--- src/rtl/rv_alu_ctrl_if.sv ---
// ---------------------------------------------------------------------------
// rv_alu_ctrl_if
// Decode-side bus of the ALU issue controller: request handshake, response
// handshake and the flush strobe.
//
//   req_valid / req_ready   request handshake (decode -> controller)
//   req_op                  4-bit opcode
//   req_op1 / req_op2       32-bit operands
//   req_tag                 TAG_W-bit tag, echoed on the response
//   flush                   abort the operation in flight
//   rsp_valid / rsp_ready   response handshake (controller -> decode)
//   rsp_data                32-bit result
//   rsp_tag                 tag of the completed operation
//   rsp_err                 illegal opcode or timeout
//
// master: decode stage side; slave: rv_alu_ctrl side.
// ---------------------------------------------------------------------------
interface rv_alu_ctrl_if #(
  parameter int TAG_W = 4
) ();

  logic             req_valid;
  logic             req_ready;
  logic [3:0]       req_op;
  logic [31:0]      req_op1;
  logic [31:0]      req_op2;
  logic [TAG_W-1:0] req_tag;
  logic             flush;
  logic             rsp_valid;
  logic             rsp_ready;
  logic [31:0]      rsp_data;
  logic [TAG_W-1:0] rsp_tag;
  logic             rsp_err;

  modport master (
    output req_valid, req_op, req_op1, req_op2, req_tag, flush, rsp_ready,
    input  req_ready, rsp_valid, rsp_data, rsp_tag, rsp_err
  );

  modport slave (
    input  req_valid, req_op, req_op1, req_op2, req_tag, flush, rsp_ready,
    output req_ready, rsp_valid, rsp_data, rsp_tag, rsp_err
  );

endinterface

--- src/rtl/rv_alu_ctrl.sv ---
// ---------------------------------------------------------------------------
// rv_alu_ctrl
// Issue/sequencing controller between the decode stage and the shared ALU.
// Accepts one operation per request handshake, registers the operands,
// pulses the ALU for one cycle with decoded command strobes, waits for the
// ALU write-enable on multi-cycle ops (shift, multiply), builds SLT/SLTU/SEQ
// from the ALU's registered compare flags and returns the result on the
// response handshake. A timeout and a flush/drain path keep it from hanging.
//
// Ports:
//   clk_i, rst_n_i        clock, asynchronous active-low reset
//   dec_bus (slave)       request/response handshakes and flush
//   alu_valid_o           single-cycle ALU start strobe
//   alu_cmd_o[11:0]       {signed, addsub, mul, div, div_mod, cmp,
//                          negate_op2, and, xor, shift, shift_right, mul_high}
//   alu_op1_o/alu_op2_o   registered operands, held until the next accept
//   alu_result_i          ALU result
//   alu_we_i              ALU result valid
//   alu_cmp_eq_i/ug_i/sg_i  ALU registered compare flags
// ---------------------------------------------------------------------------
module rv_alu_ctrl #(
  parameter int TIMEOUT_CYCLES = 64,
  parameter int TAG_W          = 4
) (
  input  logic         clk_i,
  input  logic         rst_n_i,
  rv_alu_ctrl_if.slave dec_bus,
  output logic         alu_valid_o,
  output logic [11:0]  alu_cmd_o,
  output logic [31:0]  alu_op1_o,
  output logic [31:0]  alu_op2_o,
  input  logic [31:0]  alu_result_i,
  input  logic         alu_we_i,
  input  logic         alu_cmp_eq_i,
  input  logic         alu_cmp_ug_i,
  input  logic         alu_cmp_sg_i
);

  localparam int CNT_W = (TIMEOUT_CYCLES > 2) ? $clog2(TIMEOUT_CYCLES) : 1;
  localparam logic [CNT_W-1:0] CNT_LAST = CNT_W'(TIMEOUT_CYCLES - 1);

  localparam logic [3:0] OP_ADD  = 4'd0;
  localparam logic [3:0] OP_SUB  = 4'd1;
  localparam logic [3:0] OP_AND  = 4'd2;
  localparam logic [3:0] OP_XOR  = 4'd3;
  localparam logic [3:0] OP_OR   = 4'd4;
  localparam logic [3:0] OP_SLL  = 4'd5;
  localparam logic [3:0] OP_SRL  = 4'd6;
  localparam logic [3:0] OP_SRA  = 4'd7;
  localparam logic [3:0] OP_MUL  = 4'd8;
  localparam logic [3:0] OP_MULH = 4'd9;
  localparam logic [3:0] OP_SLT  = 4'd10;
  localparam logic [3:0] OP_SLTU = 4'd11;
  localparam logic [3:0] OP_SEQ  = 4'd12;

  localparam int CMD_SIGNED   = 11;
  localparam int CMD_ADDSUB   = 10;
  localparam int CMD_MUL      = 9;
  localparam int CMD_CMP      = 6;
  localparam int CMD_NEG      = 5;
  localparam int CMD_AND      = 4;
  localparam int CMD_XOR      = 3;
  localparam int CMD_SHIFT    = 2;
  localparam int CMD_SHIFT_R  = 1;
  localparam int CMD_MUL_HIGH = 0;

  typedef enum logic [2:0] {
    S_IDLE,
    S_EXEC,
    S_WAIT,
    S_CMPRD,
    S_RESP,
    S_DRAIN
  } state_e;

  // Opcode to ALU command strobes. OR is issued as AND+XOR; the ALU
  // OR-combines the two terms, and (a&b)|(a^b) == a|b.
  function automatic logic [11:0] decode_cmd(input logic [3:0] op);
    logic [11:0] c;
    c = '0;
    case (op)
      OP_ADD:  c[CMD_ADDSUB] = 1'b1;
      OP_SUB:  begin c[CMD_ADDSUB] = 1'b1; c[CMD_NEG] = 1'b1; end
      OP_AND:  c[CMD_AND] = 1'b1;
      OP_XOR:  c[CMD_XOR] = 1'b1;
      OP_OR:   begin c[CMD_AND] = 1'b1; c[CMD_XOR] = 1'b1; end
      OP_SLL:  c[CMD_SHIFT] = 1'b1;
      OP_SRL:  begin c[CMD_SHIFT] = 1'b1; c[CMD_SHIFT_R] = 1'b1; end
      OP_SRA:  begin
        c[CMD_SHIFT]   = 1'b1;
        c[CMD_SHIFT_R] = 1'b1;
        c[CMD_SIGNED]  = 1'b1;
      end
      OP_MUL:  c[CMD_MUL] = 1'b1;
      OP_MULH: begin c[CMD_MUL] = 1'b1; c[CMD_MUL_HIGH] = 1'b1; end
      OP_SLT, OP_SLTU, OP_SEQ: begin c[CMD_CMP] = 1'b1; c[CMD_NEG] = 1'b1; end
      default: c = '0;
    endcase
    return c;
  endfunction

  state_e           state_q, state_d;
  logic [3:0]       op_q, op_d;
  logic [31:0]      op1_q, op1_d;
  logic [31:0]      op2_q, op2_d;
  logic [TAG_W-1:0] tag_q, tag_d;
  logic [31:0]      data_q, data_d;
  logic             err_q, err_d;
  logic [CNT_W-1:0] cnt_q, cnt_d;

  logic is_multi;
  logic is_cmp;
  logic timed_out;
  logic cmp_bit;

  assign is_multi  = (op_q >= OP_SLL) && (op_q <= OP_MULH);
  assign is_cmp    = (op_q >= OP_SLT) && (op_q <= OP_SEQ);
  assign timed_out = (cnt_q == CNT_LAST);

  // The flags are registered inside the ALU, so they are only meaningful
  // in CMPRD, one cycle after the compare was issued.
  always_comb begin
    cmp_bit = 1'b0;
    case (op_q)
      OP_SLT:  cmp_bit = ~alu_cmp_sg_i & ~alu_cmp_eq_i;
      OP_SLTU: cmp_bit = ~alu_cmp_ug_i & ~alu_cmp_eq_i;
      default: cmp_bit = alu_cmp_eq_i;
    endcase
  end

  // State register and datapath registers.
  always_ff @(posedge clk_i or negedge rst_n_i) begin
    if (!rst_n_i) begin
      state_q <= S_IDLE;
      op_q    <= '0;
      op1_q   <= '0;
      op2_q   <= '0;
      tag_q   <= '0;
      data_q  <= '0;
      err_q   <= 1'b0;
      cnt_q   <= '0;
    end else begin
      state_q <= state_d;
      op_q    <= op_d;
      op1_q   <= op1_d;
      op2_q   <= op2_d;
      tag_q   <= tag_d;
      data_q  <= data_d;
      err_q   <= err_d;
      cnt_q   <= cnt_d;
    end
  end

  // Next-state logic. Flush always wins over normal progress; a flushed
  // multi-cycle op still has an ALU result coming, so it is drained rather
  // than abandoned, otherwise a late alu_we_i could land on the next op.
  always_comb begin
    state_d = state_q;
    op_d    = op_q;
    op1_d   = op1_q;
    op2_d   = op2_q;
    tag_d   = tag_q;
    data_d  = data_q;
    err_d   = err_q;
    cnt_d   = cnt_q;

    case (state_q)
      S_IDLE: begin
        if (dec_bus.req_valid && !dec_bus.flush) begin
          op_d  = dec_bus.req_op;
          op1_d = dec_bus.req_op1;
          op2_d = dec_bus.req_op2;
          tag_d = dec_bus.req_tag;
          if (dec_bus.req_op > OP_SEQ) begin
            data_d  = '0;
            err_d   = 1'b1;
            state_d = S_RESP;
          end else begin
            state_d = S_EXEC;
          end
        end
      end

      S_EXEC: begin
        cnt_d = '0;
        if (dec_bus.flush) begin
          state_d = (is_multi && !alu_we_i) ? S_DRAIN : S_IDLE;
        end else if (is_cmp) begin
          state_d = S_CMPRD;
        end else if (alu_we_i) begin
          data_d  = alu_result_i;
          err_d   = 1'b0;
          state_d = S_RESP;
        end else begin
          state_d = S_WAIT;
        end
      end

      S_WAIT: begin
        if (dec_bus.flush) begin
          cnt_d   = cnt_q + CNT_W'(1);
          state_d = (alu_we_i || timed_out) ? S_IDLE : S_DRAIN;
        end else if (alu_we_i) begin
          data_d  = alu_result_i;
          err_d   = 1'b0;
          state_d = S_RESP;
        end else if (timed_out) begin
          data_d  = '0;
          err_d   = 1'b1;
          state_d = S_RESP;
        end else begin
          cnt_d = cnt_q + CNT_W'(1);
        end
      end

      S_CMPRD: begin
        if (dec_bus.flush) begin
          state_d = S_IDLE;
        end else begin
          data_d  = {31'd0, cmp_bit};
          err_d   = 1'b0;
          state_d = S_RESP;
        end
      end

      S_RESP: begin
        if (dec_bus.flush || dec_bus.rsp_ready) begin
          state_d = S_IDLE;
        end
      end

      S_DRAIN: begin
        if (alu_we_i || timed_out) begin
          state_d = S_IDLE;
        end else begin
          cnt_d = cnt_q + CNT_W'(1);
        end
      end

      default: state_d = S_IDLE;
    endcase
  end

  assign dec_bus.req_ready = (state_q == S_IDLE);
  assign dec_bus.rsp_valid = (state_q == S_RESP);
  assign dec_bus.rsp_data  = data_q;
  assign dec_bus.rsp_tag   = tag_q;
  assign dec_bus.rsp_err   = err_q;

  assign alu_valid_o = (state_q == S_EXEC);
  assign alu_cmd_o   = alu_valid_o ? decode_cmd(op_q) : 12'd0;
  assign alu_op1_o   = op1_q;
  assign alu_op2_o   = op2_q;

endmodule

--- src/flat_wrapper.sv ---
// flat-port wrapper written by rule: the top's interface ports become plain ports
module rv_alu_ctrl_flat 
#(
  parameter int TIMEOUT_CYCLES = 64,
  parameter int TAG_W          = 4
)
  (clk_i, rst_n_i, alu_valid_o, alu_cmd_o, alu_op1_o, alu_op2_o, alu_result_i, alu_we_i, alu_cmp_eq_i, alu_cmp_ug_i, alu_cmp_sg_i, dec_bus_req_valid, dec_bus_req_op, dec_bus_req_op1, dec_bus_req_op2, dec_bus_req_tag, dec_bus_flush, dec_bus_rsp_ready, dec_bus_req_ready, dec_bus_rsp_valid, dec_bus_rsp_data, dec_bus_rsp_tag, dec_bus_rsp_err);
  rv_alu_ctrl_if #(.TAG_W(TAG_W)) dec_bus_i ();
  input  logic clk_i;
  input  logic rst_n_i;
  output logic alu_valid_o;
  output logic [11:0] alu_cmd_o;
  output logic [31:0] alu_op1_o;
  output logic [31:0] alu_op2_o;
  input  logic [31:0] alu_result_i;
  input  logic alu_we_i;
  input  logic alu_cmp_eq_i;
  input  logic alu_cmp_ug_i;
  input  logic alu_cmp_sg_i;
  input wire logic [$bits(dec_bus_i.req_valid)-1:0] dec_bus_req_valid;
  input wire logic [$bits(dec_bus_i.req_op)-1:0] dec_bus_req_op;
  input wire logic [$bits(dec_bus_i.req_op1)-1:0] dec_bus_req_op1;
  input wire logic [$bits(dec_bus_i.req_op2)-1:0] dec_bus_req_op2;
  input wire logic [$bits(dec_bus_i.req_tag)-1:0] dec_bus_req_tag;
  input wire logic [$bits(dec_bus_i.flush)-1:0] dec_bus_flush;
  input wire logic [$bits(dec_bus_i.rsp_ready)-1:0] dec_bus_rsp_ready;
  output wire logic [$bits(dec_bus_i.req_ready)-1:0] dec_bus_req_ready;
  output wire logic [$bits(dec_bus_i.rsp_valid)-1:0] dec_bus_rsp_valid;
  output wire logic [$bits(dec_bus_i.rsp_data)-1:0] dec_bus_rsp_data;
  output wire logic [$bits(dec_bus_i.rsp_tag)-1:0] dec_bus_rsp_tag;
  output wire logic [$bits(dec_bus_i.rsp_err)-1:0] dec_bus_rsp_err;
  assign dec_bus_i.req_valid = dec_bus_req_valid;
  assign dec_bus_i.req_op = dec_bus_req_op;
  assign dec_bus_i.req_op1 = dec_bus_req_op1;
  assign dec_bus_i.req_op2 = dec_bus_req_op2;
  assign dec_bus_i.req_tag = dec_bus_req_tag;
  assign dec_bus_i.flush = dec_bus_flush;
  assign dec_bus_i.rsp_ready = dec_bus_rsp_ready;
  assign dec_bus_req_ready = dec_bus_i.req_ready;
  assign dec_bus_rsp_valid = dec_bus_i.rsp_valid;
  assign dec_bus_rsp_data = dec_bus_i.rsp_data;
  assign dec_bus_rsp_tag = dec_bus_i.rsp_tag;
  assign dec_bus_rsp_err = dec_bus_i.rsp_err;
  rv_alu_ctrl #(.TIMEOUT_CYCLES(TIMEOUT_CYCLES), .TAG_W(TAG_W)) u_core (.clk_i(clk_i), .rst_n_i(rst_n_i), .dec_bus(dec_bus_i), .alu_valid_o(alu_valid_o), .alu_cmd_o(alu_cmd_o), .alu_op1_o(alu_op1_o), .alu_op2_o(alu_op2_o), .alu_result_i(alu_result_i), .alu_we_i(alu_we_i), .alu_cmp_eq_i(alu_cmp_eq_i), .alu_cmp_ug_i(alu_cmp_ug_i), .alu_cmp_sg_i(alu_cmp_sg_i));
endmodule
--- config.mk ---
export PLATFORM = sky130hd
export DESIGN_NAME = rv_alu_ctrl_flat
export DESIGN_NICKNAME = d
export VERILOG_FILES = /design/src/rtl/rv_alu_ctrl_if.sv /design/src/rtl/rv_alu_ctrl.sv /design/src/flat_wrapper.sv
export SDC_FILE = /design/constraint.sdc
export NUM_CORES = 1
export LEC_CHECK = 0
export ABC_AREA = 1
export ABC_CLOCK_PERIOD_IN_PS = 2600
export BUFFER_PORTS_ARGS = -buffer_cell sky130_fd_sc_hd__buf_2
export CORE_ASPECT_RATIO = 0.9
export CORE_MARGIN = 3
export CORE_UTILIZATION = 51
export DETAILED_ROUTE_END_ITERATION = 16
export HOLD_SLACK_MARGIN = 0.05
export PLACE_DENSITY = 0.88
export SYNTH_ARGS = -nofsm -noshare
export SYNTH_HDL_FRONTEND = slang
export SYNTH_SLANG_ARGS = --single-unit
export TNS_END_PERCENT = 20
--- constraint.sdc ---
create_clock -name clk_i -period 2.6 [get_ports clk_i]
set_input_delay 0.39 -clock clk_i [delete_from_list [all_inputs] [get_ports clk_i]]
set_output_delay 0.39 -clock clk_i [all_outputs]
set_load 0.1 [all_outputs]
### Yosys cells after proc, flatten, opt, wreduce, memory -nomap -nowiden

Index checks and enable logic that the tools add are counted.

| storage, ports and cells | value |
|---|---|
| bits in registers | 114 |
| output and inout bits | 116 |
| input bits | 113 |

| cells by class | value |
|---|---|
| $add $sub $neg | 1 |
| magnitude comparators | 5 |
| bitwise operators | 5 |
| eq/ne operators | 32 |
| reduce and logical (&&, ||, !) cells | 24 |
| multiplexer cells | 51 |

Operators by type and width:

| operator | number |
|---|---|
| 32-bit 2-to-1 mux | 9 |
| 32-bit case mux with 4 select lines | 1 |
| 3-bit 2-to-1 mux | 13 |
| 6-bit 2-to-1 mux | 4 |
| 4-bit == test (second input constant) | 5 |
| 1-bit 2-to-1 mux | 19 |
| 3-bit case mux with 6 select lines | 1 |
| 6-bit case mux with 3 select lines | 1 |
| 4-bit by 3-bit == test with 1-bit output (second input constant) | 4 |
| 12-bit 2-to-1 mux | 1 |
| 2-bit inequality test (second input constant) | 6 |
| 2-bit OR reduction | 5 |
| 9-bit AND reduction | 1 |
| 4-bit by 2-bit == test with 1-bit output (second input constant) | 2 |
| 4-bit <= comparator (second input constant) | 2 |
| 2-bit by 1-bit inequality test with 1-bit output (second input constant) | 4 |
| 4-bit AND reduction | 2 |
| 6-bit by 1-bit adder with 6-bit output (second input constant) | 1 |
| 3-bit by 2-bit == test with 1-bit output (second input constant) | 2 |
| 3-bit == test (second input constant) | 2 |
| 6-bit == test (second input constant) | 1 |
| 3-bit inequality test (second input constant) | 2 |
| 3-bit OR reduction | 2 |
| 4-bit by 1-bit == test with 1-bit output (second input constant) | 1 |
| other kinds (19) | 27 |

### Longest topological paths before layout

| logic depth | value |
|---|---|
| word-level depth | 6 |
| depth in mapped cells | 11 |
| depth with buffers taken out | 10 |

### Least setup slack after synthesis

OpenSTA, ideal clock, no wires.

| timing path | value |
|---|---|
| kind | flip-flop to output port |
| start | reg u_core.state_q[1] |
| end | out alu_cmd_o[11] |
| setup slack | -2.118 ns |
| arrival time | 4.328 ns |
| stages on the path, launching flop included | 7 |
| cells stage by stage | dfrtp_1 inv_1 nand2_1 nor2_4 inv_2 clkbuf_1 nor4_1 |

| between the ends | value |
|---|---|
| cells in the longest elaborated chain, start to end | 2 |

RTL lines:

| item | RTL line | RTL |
|---|---|---|
| from (decl) | rv_alu_ctrl.sv:102 | `state_e state_q, state_d;` |
| from (signal assigned) | rv_alu_ctrl.sv:143 | `state_q <= state_d;` |
| 3-bit by 1-bit == test with 1-bit output | rv_alu_ctrl.sv:250 | `assign alu_valid_o = (state_q == S_EXEC);` |
| named net alu_valid_o | flat_wrapper.sv:11 | `output logic alu_valid_o;` |
| 12-bit 2-to-1 mux | rv_alu_ctrl.sv:251 | `assign alu_cmd_o = alu_valid_o ? decode_cmd(op_q) : 12'd0;` |
| to (decl) | flat_wrapper.sv:12 | `output logic [11:0] alu_cmd_o;` |

The timed path passes the listed nets, and every way through them passes these cells.

### Worst setup path in the final report

| timing path | value |
|---|---|
| start | reg u_core.state_q[1] |
| end | out alu_cmd_o[5] |

| between the ends | value |
|---|---|
| cells in the longest elaborated chain, start to end | 2 |

RTL lines:

| item | RTL line |
|---|---|
| 3-bit by 1-bit == test with 1-bit output | rv_alu_ctrl.sv:250 |
| 12-bit 2-to-1 mux | rv_alu_ctrl.sv:251 |

No other way between the ends.

==> results by group <==
Status
  • Status: finished clean

STA
  • RSZ-0062 raised after global routing: false
  • Final setup skew: ~9.4 ps
  • Final count of pins violating max slew: 0
  • Final period utilization: 0.958
  • Relative slew slack: 0.545
  • Final hold viol count: 0
  • Tmin final: 2490 ps
  • Slew of the pin with the lowest slew margin: between 600 and 700 ps
  • Max Clock Freq: around 0.40 GHz
  • Final setup margin: between 100 and 150 ps
  • Setup_tns: 0 ps
  • Final setup fails: 0

Place
  • Port bufs: between 200 and 250
  • Global placer's final weighted congestion: 0.994
  • Pre-CTS setup slack: 425 ps
  • Dpl hpwl: 9720 um

Synthesis
  • Register area share after synthesis: 0.558
  • Asr flop ratio synth: 1.00
  • Post-synth top flop: dfrtp_1
  • Synth Cell Area: just over 0.005 sq mm
  • Synth Warn #: 0
  • Post-synthesis cell count: 500
  • Synth area leader: dfrtp_1
  • Seq cells post-synth: about 110
  • Post-synth top area share: 0.558
  • Synthesized area per cell: 10.2 sq um
  • Synth top area cells: dfrtp_1 56%, nand2_1 12%, mux2_2 7.9%
  • Number of synthesized flops with an enable pin: 0
  • Synth unique cells: 32

Clock network
  • CTS tree: built
  • Clk root buf: clkbuf_8
  • CTS H-Tree Depth: 4
  • Longest Clk Path Bufs: 2
  • Clk_lat worst skew: about 480 ps
  • Total CTS buffers: 17
  • CTS Sinks: 114
  • Worst-path clk slew: 60 ps

Routing
  • Residual DRC: 0
  • WL/cell: approximately 15 um
  • DR iter-0 viols: about 440
  • Remaining antenna violation count: 0
  • Via count: between 4,000 and 5,000
  • Initial DRT Pass Iterations: 6
  • Drt via density: 5.13
  • Final wirelength: between 10,000 and 15,000 um

Setup path
  • Critical path arrival: approximately 2100 ps
  • CP cell instances: inv_2 > nand2_2 > nor2_4 > inv_6 > nor4_4 > nand2_1 > o21ai_2 > buf_6
  • Worst Path Required: approximately 2200 ps
  • Critical path capture point type: output pin
  • Crit Path Category: flop to output pin
  • Reg-to-Reg Start: u_core.state_q[1]
  • Critical-path top delay cell: dfrtp_1
  • Crit-path max cell delay: 440 ps
  • Crit Path Max Fanout: 43
  • Worst setup SP type: flop
  • Setup crit start: u_core.state_q[1]

Floorplanning
  • Die Width: 112 um
  • Rows: 34
  • Die height: about 100 um
  • Die Footprint: between 0.01 and 0.015 sq mm
  • I/O Pins: between 200 and 250
  • Initial core utilization: 0.525
  • Core area: slightly below 0.01 sq mm

Run
  • Max-cap violations: 0

Cells and area
  • Layout cells sized above 1: 0.437
  • Number of diodes: 0
  • Final nets: ~840
  • Area growth from synthesis to layout: 37.5%

Worst hold path
  • HP Start: dec_bus_req_op2[28]
  • Worst hold path type: input port to flop

Global route
  • GR Overflow Total: 0
  • Initial antenna violation count: 0
  • Largest net degree at the start of global routing: 63
  • Number of global-route vias before repair: between 4,000 and 5,000
  • First-pass GRT wire length: 20,600 um
  • GRT Total Usage: 0.227
## metal layers
metal  GRT usage  part of all wire  vias up
met5           0                 0        -
met4      0.0795             0.022        0
met3      0.0498             0.081       40
met2       0.414              0.52      250
met1       0.266              0.38     2066
li1            -                 -     2092
## through the flow
| step | cells | util | hold WS [ps] | instance area (sq um) |
|---|---|---|---|---|
| finish | 867 | 0.722 | 120 | 7040 |
| global route | 867 | 0.722 | 96.7 | 7040 |
| CTS | 867 | 0.721 | 101 | 7020 |
| detailed placement | 835 | 0.657 | 453 | 6400 |
| global placement | 835 | 0.657 | 448 | 6400 |
| floorplan | 501 | - | 94.4 | 5200 |
## registers in the layout (all words and copies together), names as in the netlist
name	count
u_core.alu_op1_o	32
u_core.cnt_q	6
u_core.state_q	3
u_core.dec_bus.rsp_data	32
u_core.op_q	4
u_core.alu_op2_o	32
u_core.dec_bus.rsp_err	1
u_core.dec_bus.rsp_tag	4
## cell type report
cell class	instances	area [sq um]
Sequential cell	114	2850
Fill cell	659	2710
Multi-Input combinational cell	338	2090
Timing Repair Buffer	233	1230
Clock buffer	17	414
Clock inverter	14	189
Tap cell	126	158
Inverter	25	98.8
## cell usage after synthesis (2+ instances only)
master	number
a21boi_0	24
a21boi_1	7
a21oi_1	8
buf_2	10
buf_4	3
buf_6	4
clkbuf_1	7
dfrtp_1	114
inv_1	21
inv_2	4
mux2_1	32
mux2_2	36
nand2_1	162
nand3_1	15
nand3_2	2
nand4_1	2
nor2_1	17
nor2_2	3
nor2_4	2
nor3_1	3
nor4_1	2
o21ai_0	11
or2_2	2
## what timing repair did
action	CTS	global route
endpoints found under the setup margin	2	7
hold buffers	1	0
setup buffers	0	0
resized for setup	2	6
endpoints found under the hold margin	52	0
pin swaps	0	0
## worst max-delay path: cells and delay by family, from the launching register on
kind	cells	cell delay, ps
buffers and inverters	3	510
and+or+nand+nor	4	580
AOI/OAI and AO/OA	1	90
DFF	1	440
## cells by family (layout without fill, tap and decap cells)
family | after synthesis | in the layout | share of synthesized area
AOI/OAI and AO/OA | 53 | 53 | 0.0680
xor gates and xnor gates | 1 | 1 | 0.00171
buffers and inverters | 49 | 289 | 0.0465
adders and majority gates | 1 | 1 | 0.00245
other | 1 | 2 | 0.000733
muxes | 68 | 68 | 0.150
DFF | 114 | 114 | 0.558
and+or+nand+nor | 213 | 213 | 0.173
## final timing paths
path                                               endpoint  slack, ps  depth (start not counted)
worst max-delay path                           alu_cmd_o[5]        110                          8
worst min-delay path                   u_core.alu_op2_o[28]        120                          2
worst max register to register         u_core.alu_op2_o[20]        560                          6
worst min register to register  u_core.dec_bus.rsp_data[27]        470                          2
max in group asynchronous              u_core.alu_op2_o[31]       1330                          3
min in group asynchronous       u_core.dec_bus.rsp_data[18]        480                          2
## layout by cell type (no fill, tap or decap), types with 7 or more instances in the layout
cell type and count:
a21boi_0 24, a21boi_1 7, buf_2 221, clkbuf_16 16, dfrtp_1 113, inv_1 19
mux2_1 32, mux2_2 36, nand2_1 161, nand3_1 15, nor2_1 17, o21ai_0 11
Power is not shown: default switching activity piles up to over one toggle a cycle in this logic, so the estimate is an artifact.
